==> src/rtl/snitch_mem_pkg.sv <==
`default_nettype none
// ============================================================================
// Module   : snitch_mem_pkg
// Brief    : Shared types and the round-robin pick helper for the memory arbiter.
// Revision : 1.0
// ============================================================================
package snitch_mem_pkg;

  localparam int unsigned MaxPortsC = 8;

  typedef logic [$clog2(MaxPortsC)-1:0] port_idx_t;

  // Lowest valid index at or above ptr; falls back to the lowest valid index (wrap).
  function automatic port_idx_t rr_pick(input logic [MaxPortsC-1:0] valid,
                                        input port_idx_t            ptr,
                                        input int                   num_ports);
    port_idx_t lo;
    port_idx_t hi;
    logic      hi_found;
    lo       = '0;
    hi       = '0;
    hi_found = 1'b0;
    for (int i = MaxPortsC - 1; i >= 0; i--) begin
      if (i < num_ports && valid[i]) begin
        lo = port_idx_t'(i);
        if (i >= int'(ptr)) begin
          hi       = port_idx_t'(i);
          hi_found = 1'b1;
        end
      end
    end
    return hi_found ? hi : lo;
  endfunction

endpackage
`default_nettype wire

==> src/rtl/snitch_mem_id_fifo.sv <==
`default_nettype none
// ============================================================================
// Module   : snitch_mem_id_fifo
// Brief    : In-order FIFO of requester indices used to route memory responses.
// Revision : 1.0
// ============================================================================
module snitch_mem_id_fifo
  import snitch_mem_pkg::*;
#(
  parameter int unsigned DEPTH = 4,
  parameter int unsigned CNT_W = $clog2(DEPTH + 1)
) (
  input  logic             clk_i,
  input  logic             rst_i,
  input  logic             push_i,
  input  port_idx_t        push_data_i,
  input  logic             pop_i,
  output port_idx_t        head_o,
  output logic             full_o,
  output logic             empty_o,
  output logic [CNT_W-1:0] count_o
);

  localparam int unsigned PTR_W = (DEPTH > 1) ? $clog2(DEPTH) : 1;

  port_idx_t        r_mem [DEPTH];
  logic [PTR_W-1:0] r_wptr;
  logic [PTR_W-1:0] r_rptr;
  logic [CNT_W-1:0] r_count;
  logic             w_push;
  logic             w_pop;

  function automatic logic [PTR_W-1:0] next_ptr(input logic [PTR_W-1:0] p);
    return (p == PTR_W'(DEPTH - 1)) ? '0 : p + PTR_W'(1);
  endfunction

  assign full_o  = (r_count == CNT_W'(DEPTH));
  assign empty_o = (r_count == '0);
  assign w_push  = push_i && !full_o;
  assign w_pop   = pop_i && !empty_o;
  assign head_o  = r_mem[r_rptr];
  assign count_o = r_count;

  always_ff @(posedge clk_i) begin
    if (rst_i) begin
      r_wptr  <= '0;
      r_rptr  <= '0;
      r_count <= '0;
    end else begin
      if (w_push) r_wptr <= next_ptr(r_wptr);
      if (w_pop)  r_rptr <= next_ptr(r_rptr);
      if (w_push && !w_pop)      r_count <= r_count + CNT_W'(1);
      else if (w_pop && !w_push) r_count <= r_count - CNT_W'(1);
    end
  end

  // Storage needs no reset: entries are only read once the count covers them.
  always_ff @(posedge clk_i) begin
    if (w_push) r_mem[r_wptr] <= push_data_i;
  end

endmodule
`default_nettype wire

==> src/rtl/snitch_mem_arbiter.sv <==
`default_nettype none
// ============================================================================
// Module   : snitch_mem_arbiter
// Brief    : N-to-1 request arbiter onto one memory port with in-order response routing.
// Revision : 1.0
// ============================================================================
module snitch_mem_arbiter
  import snitch_mem_pkg::*;
#(
  parameter int unsigned NumPorts       = 2,
  parameter int unsigned AddrWidth      = 32,
  parameter int unsigned DataWidth      = 64,
  parameter int unsigned MaxOutstanding = 4,
  parameter int unsigned RoundRobin     = 1
) (
  input  logic                                 clk_i,
  input  logic                                 rst_i,
  input  logic [NumPorts-1:0]                  req_valid_i,
  output logic [NumPorts-1:0]                  req_ready_o,
  input  logic [NumPorts*AddrWidth-1:0]        req_addr_i,
  input  logic [NumPorts-1:0]                  req_write_i,
  input  logic [NumPorts*DataWidth-1:0]        req_wdata_i,
  input  logic [NumPorts*DataWidth/8-1:0]      req_wstrb_i,
  output logic [NumPorts-1:0]                  rsp_valid_o,
  output logic [DataWidth-1:0]                 rsp_rdata_o,
  output logic                                 mem_valid_o,
  input  logic                                 mem_ready_i,
  output logic [AddrWidth-1:0]                 mem_addr_o,
  output logic                                 mem_write_o,
  output logic [DataWidth-1:0]                 mem_wdata_o,
  output logic [DataWidth/8-1:0]               mem_wstrb_o,
  input  logic                                 mem_rvalid_i,
  input  logic [DataWidth-1:0]                 mem_rdata_i,
  output logic [$clog2(MaxOutstanding+1)-1:0]  outstanding_o,
  output logic                                 error_o
);

  localparam int unsigned CNT_W  = $clog2(MaxOutstanding + 1);
  localparam int unsigned STRB_W = DataWidth / 8;

  logic [MaxPortsC-1:0] w_valid_ext;
  port_idx_t            w_pick;
  port_idx_t            w_grant;
  port_idx_t            w_head;
  logic                 w_full;
  logic                 w_empty;
  logic                 w_accept;
  logic                 w_pop;
  logic [CNT_W-1:0]     w_count;

  port_idx_t            r_ptr;
  logic                 r_lock;
  port_idx_t            r_lock_idx;
  logic                 r_error;

  always_comb begin
    w_valid_ext                 = '0;
    w_valid_ext[NumPorts-1:0]   = req_valid_i;
    w_pick = rr_pick(w_valid_ext, (RoundRobin != 0) ? r_ptr : port_idx_t'(0), int'(NumPorts));
  end

  // A stalled grant is frozen so a late higher-priority requester cannot steal it.
  assign w_grant     = r_lock ? r_lock_idx : w_pick;
  assign mem_valid_o = (|req_valid_i) && !w_full;
  assign w_accept    = mem_valid_o && mem_ready_i;
  assign w_pop       = mem_rvalid_i && !w_empty;

  always_comb begin
    req_ready_o = '0;
    rsp_valid_o = '0;
    mem_addr_o  = '0;
    mem_write_o = 1'b0;
    mem_wdata_o = '0;
    mem_wstrb_o = '0;
    for (int k = 0; k < int'(NumPorts); k++) begin
      if (w_grant == port_idx_t'(k)) begin
        mem_addr_o     = req_addr_i[k*AddrWidth +: AddrWidth];
        mem_write_o    = req_write_i[k];
        mem_wdata_o    = req_wdata_i[k*DataWidth +: DataWidth];
        mem_wstrb_o    = req_wstrb_i[k*STRB_W +: STRB_W];
        req_ready_o[k] = w_accept;
      end
      if (w_head == port_idx_t'(k)) rsp_valid_o[k] = w_pop;
    end
  end

  assign rsp_rdata_o   = mem_rdata_i;
  assign outstanding_o = w_count;
  assign error_o       = r_error;

  always_ff @(posedge clk_i) begin
    if (rst_i) begin
      r_ptr      <= '0;
      r_lock     <= 1'b0;
      r_lock_idx <= '0;
      r_error    <= 1'b0;
    end else begin
      if (w_accept) begin
        r_lock <= 1'b0;
        if (RoundRobin != 0) begin
          r_ptr <= (int'(w_grant) + 1 >= int'(NumPorts)) ? port_idx_t'(0)
                                                         : w_grant + port_idx_t'(1);
        end
      end else if (mem_valid_o) begin
        r_lock     <= 1'b1;
        r_lock_idx <= w_grant;
      end
      if (mem_rvalid_i && w_empty) r_error <= 1'b1;
    end
  end

  snitch_mem_id_fifo #(
    .DEPTH (MaxOutstanding),
    .CNT_W (CNT_W)
  ) u_id_fifo (
    .clk_i       (clk_i),
    .rst_i       (rst_i),
    .push_i      (w_accept),
    .push_data_i (w_grant),
    .pop_i       (w_pop),
    .head_o      (w_head),
    .full_o      (w_full),
    .empty_o     (w_empty),
    .count_o     (w_count)
  );

endmodule
`default_nettype wire

==> config.mk <==
export PLATFORM = sky130hd
export DESIGN_NAME = snitch_mem_arbiter
export DESIGN_NICKNAME = d
export VERILOG_FILES = /design/src/rtl/snitch_mem_pkg.sv /design/src/rtl/snitch_mem_id_fifo.sv /design/src/rtl/snitch_mem_arbiter.sv
export SDC_FILE = /design/constraint.sdc
export NUM_CORES = 1
export LEC_CHECK = 0
export BUFFER_PORTS_ARGS = -buffer_cell sky130_fd_sc_hd__buf_4
export CAP_MARGIN = 20
export CORE_AREA = 2 2 177 179
export CTS_CLUSTER_DIAMETER = 100
export DETAILED_ROUTE_END_ITERATION = 6
export DIE_AREA = 0 0 179 181
export SYNTH_ARGS = -nofsm -noshare
export SYNTH_HDL_FRONTEND = slang
export SYNTH_SLANG_ARGS = --single-unit
==> constraint.sdc <==
create_clock -name clk_i -period 5.4 [get_ports clk_i]
set_clock_uncertainty 0.15 [all_clocks]
set_input_delay 0.54 -clock clk_i [delete_from_list [all_inputs] [get_ports clk_i]]
set_output_delay 0.54 -clock clk_i [all_outputs]
set_load 0.03 [all_outputs]
==> flow_metrics.env <==
export IMPL_postRouteAntennaNets=0
export IMPL_viasPerCell=3.65
export IMPL_final_setup_viol_count=0
export IMPL_syn_num_nets=602
export IMPL_vias=3492
export IMPL_initial_core_util=0.0973
export IMPL_worstPathRequired_ps=4710
export IMPL_layout_commonest_cell="buf_4"
export IMPL_relSlewSlack=0.555
export IMPL_ir_drop_v=0.000217
export IMPL_h_tree_depth=2
export IMPL_setup_worst_path_start_class="flop"
export IMPL_routed_wl_um=14700
export IMPL_dp_hpwl_um=12700
export IMPL_whs_endpoint="r_lock_idx[1]$_SDFFE_PP0P_"
export IMPL_p_sw_uw=880
export IMPL_grt_pass1_vias=3241
export IMPL_nFillCells=3381
export IMPL_ctsResizeCount=0
export IMPL_setup_tns_ps=0
export IMPL_finalNonFillerCells=958
export IMPL_synthArstFlopShare=0
export IMPL_worst_setup_path_end_kind="primary output"
export IMPL_worstPathArrival_ps=3180
export IMPL_overflow=0
export IMPL_die_width_um=179
export IMPL_outcome="finished clean"
export IMPL_rr_endpoint="r_ptr[0]$_SDFFE_PP0P_"
export IMPL_numCtsBuffers=5
export IMPL_drive_gt1_frac=0.632
export IMPL_drtPass1Iterations=4
export IMPL_fin_crit_sh=0.716
export IMPL_final_nets=851
export IMPL_critPathKind="flop to primary output"
export IMPL_synth_seq_cells=29
export IMPL_synthDistinctLibCells=39
export IMPL_yosysWarnings=0
export IMPL_finalHoldViolCount=0
export IMPL_grt_start_max_net_pins=69
export IMPL_p_clk_frac=0.143
export IMPL_dp_cells=950
export IMPL_path_max_fanout=68
export IMPL_wl_per_cell_um=15.4
export IMPL_path_clk_slew_ps=50
export IMPL_swShare=0.471
export IMPL_hold_start="r_lock_idx[1]$_SDFFE_PP0P_"
export IMPL_rows=64
export IMPL_rsz0062_at_grt="false"
export IMPL_final_cell_mix="330 x buf_4, 105 x a22o_1, 17 x dfxtp_1"
export IMPL_cts_path_max_buffers=2
export IMPL_holdCritPathClass="flop to flop"
export IMPL_ys_flop_type="dfxtp_1"
export IMPL_fmax_mhz=259
export IMPL_io_pins=458
export IMPL_grt_total_usage=0.0799
export IMPL_grt_pass1_wl_um=19300
export IMPL_min_delay_path_depth=1
export IMPL_pwr_share_seq=0.158
export IMPL_drv_cap=0
export IMPL_antenna_found_initial=0
export IMPL_port_buffers=329
export IMPL_fin_crit_ps=3870
export IMPL_coreArea_um2=30300
export IMPL_holdBufCountCts=0
export IMPL_power_internal_uw=989
export IMPL_cts_root_buf="clkbuf_16"
export IMPL_syn_cell_area_um2=2950
export IMPL_worstMarginPinSlew_ps=665
export IMPL_power_leakage_nw=2.69
export IMPL_drv_slew=0
export IMPL_clk_insertion_delay_late_ps=270
export IMPL_die_area_um2=32400
export IMPL_combPwrFrac=0.699
export IMPL_diodes=0
export IMPL_post_cts_setup_buffer_count=0
export IMPL_power_density_nw_per_um2=344
export IMPL_first_iter_violations=98
export IMPL_synth_edf_count=12
export IMPL_cts_tree="yes"
export IMPL_synth_cells=312
export IMPL_synth_seq_area_share=0.237
export IMPL_r2r_cells=7
export IMPL_die_y_um=181
export IMPL_clkSinkCount=29
export IMPL_place_congestion=0.955
export IMPL_synth_avg_cell_area_um2=9.47
export IMPL_area_growth_pct=83.8
export IMPL_ff2ff_setup_slack_ps=2860
export IMPL_drc=0
export IMPL_r2r_start="r_ptr[1]$_SDFFE_PP0P_"
-- per-stage QoR --
| stage | power (mW) | area, um^2 | setup WS, ps | util | hold slack [ps] |
|---|---|---|---|---|---|
| floorplan | 1.22 | 2950 | 2450 | - | 280 |
| global placement | 1.61 | 5280 | 1850 | 0.174 | 293 |
| detailed placement | 1.62 | 5280 | 1810 | 0.174 | 295 |
| CTS | 1.89 | 5430 | 1500 | 0.179 | 312 |
| global route | 1.98 | 5430 | 1340 | 0.179 | 342 |
| finish | 1.87 | 5430 | 1530 | 0.179 | 307 |
-- synthesized netlist by cell type, types with 2 or more instances --
| master | number | area [um^2] |
|---|---|---|
| and2_1 | 7 | 43.8 |
| dfxtp_1 | 17 | 340 |
| buf_6 | 13 | 146 |
| a22o_1 | 105 | 920 |
| or3b_2 | 2 | 17.5 |
| nor3b_1 | 3 | 22.5 |
| edfxtp_1 | 12 | 360 |
| ha_1 | 9 | 113 |
| nor3_1 | 4 | 20.0 |
| nand2_1 | 2 | 7.51 |
| or2_2 | 5 | 31.3 |
| clkbuf_1 | 2 | 7.51 |
| a21oi_1 | 8 | 40.0 |
| mux4_2 | 2 | 45.0 |
| o21ai_0 | 6 | 30.0 |
| buf_4 | 64 | 480 |
| xor2_1 | 2 | 17.5 |
| inv_1 | 7 | 26.3 |
| buf_2 | 11 | 55.1 |
| a31oi_1 | 2 | 12.5 |
| or3_1 | 2 | 12.5 |
| nor2_1 | 7 | 26.3 |
| mux2i_1 | 3 | 30.0 |
| and3_1 | 2 | 12.5 |
-- kinds of logic after synthesis --
logic type | count (synthesis) | share of synthesized area
AO/OA/AOI/OAI | 125 | 0.352
XOR/XNOR | 2 | 0.00593
adder cells (fa/ha/maj) | 10 | 0.0449
buffers and inverters | 98 | 0.244
flip-flops | 29 | 0.237
multiplexers | 5 | 0.0254
AND/OR/NAND/NOR | 43 | 0.0911
-- worst max-delay path by stage --
stage	startpoint	slack, ps	end
floorplan	r_ptr[1]$_SDFFE_PP0P_	2450	mem_addr_o[0]
global placement	r_ptr[1]$_SDFFE_PP0P_	1850	mem_addr_o[27]
detailed placement	r_ptr[1]$_SDFFE_PP0P_	1810	mem_addr_o[27]
CTS	r_ptr[1]$_SDFFE_PP0P_	1500	mem_addr_o[2]
global route	r_ptr[0]$_SDFFE_PP0P_	1340	mem_addr_o[27]
finish	r_ptr[1]$_SDFFE_PP0P_	1530	mem_addr_o[27]
-- worst max-delay path, cell delays in order, from the launching register on --
cell	delay, ps
dfxtp_1	300
or3b_2	480
a31oi_1	550
ha_1	300
and2_4	450
buf_12	300
a22o_1	250
buf_4	180
-- power groups by stage --
stage	Clock (mW)	Sequential [mW]	Combinational, mW
6_report	0.268	0.294	1.31
4_1_cts	0.276	0.296	1.32
5_1_grt	0.285	0.302	1.39
3_5_place_dp	0	0.300	1.32
3_3_place_gp	0	0.299	1.31
2_1_floorplan	0	0.308	0.911
-- state kept, by name, indices dropped and copies added (netlist names), named ones only --
signal	cells
error_o	1
r_lock_idx	3
r_lock	1
u_id_fifo.r_wptr	2
r_ptr	3
u_id_fifo.r_mem	12
u_id_fifo.count_o	3
u_id_fifo.r_rptr	2
-- final cells by class --
| cell class | instances | area, um^2 | share of cell area |
|---|---|---|---|
| Inverter | 8 | 30.0 | 0.00553 |
| Tap cell | 396 | 495 | 0.0913 |
| Sequential cell | 29 | 701 | 0.129 |
| Timing Repair Buffer | 332 | 2520 | 0.464 |
| Clock buffer | 6 | 139 | 0.0256 |
| Clock inverter | 2 | 8.76 | 0.00161 |
| Multi-Input combinational cell | 185 | 1540 | 0.283 |
-- routing by layer --
metal,vias up,part of all wire,global-route usage
met1,1590,0.33,0.0791
met5,-,0.010,0.0340
met4,2,0.0039,0.0101
met3,9,0.18,0.0524
li1,1624,-,-
met2,267,0.47,0.139
Power figures use the tool's default switching activity.
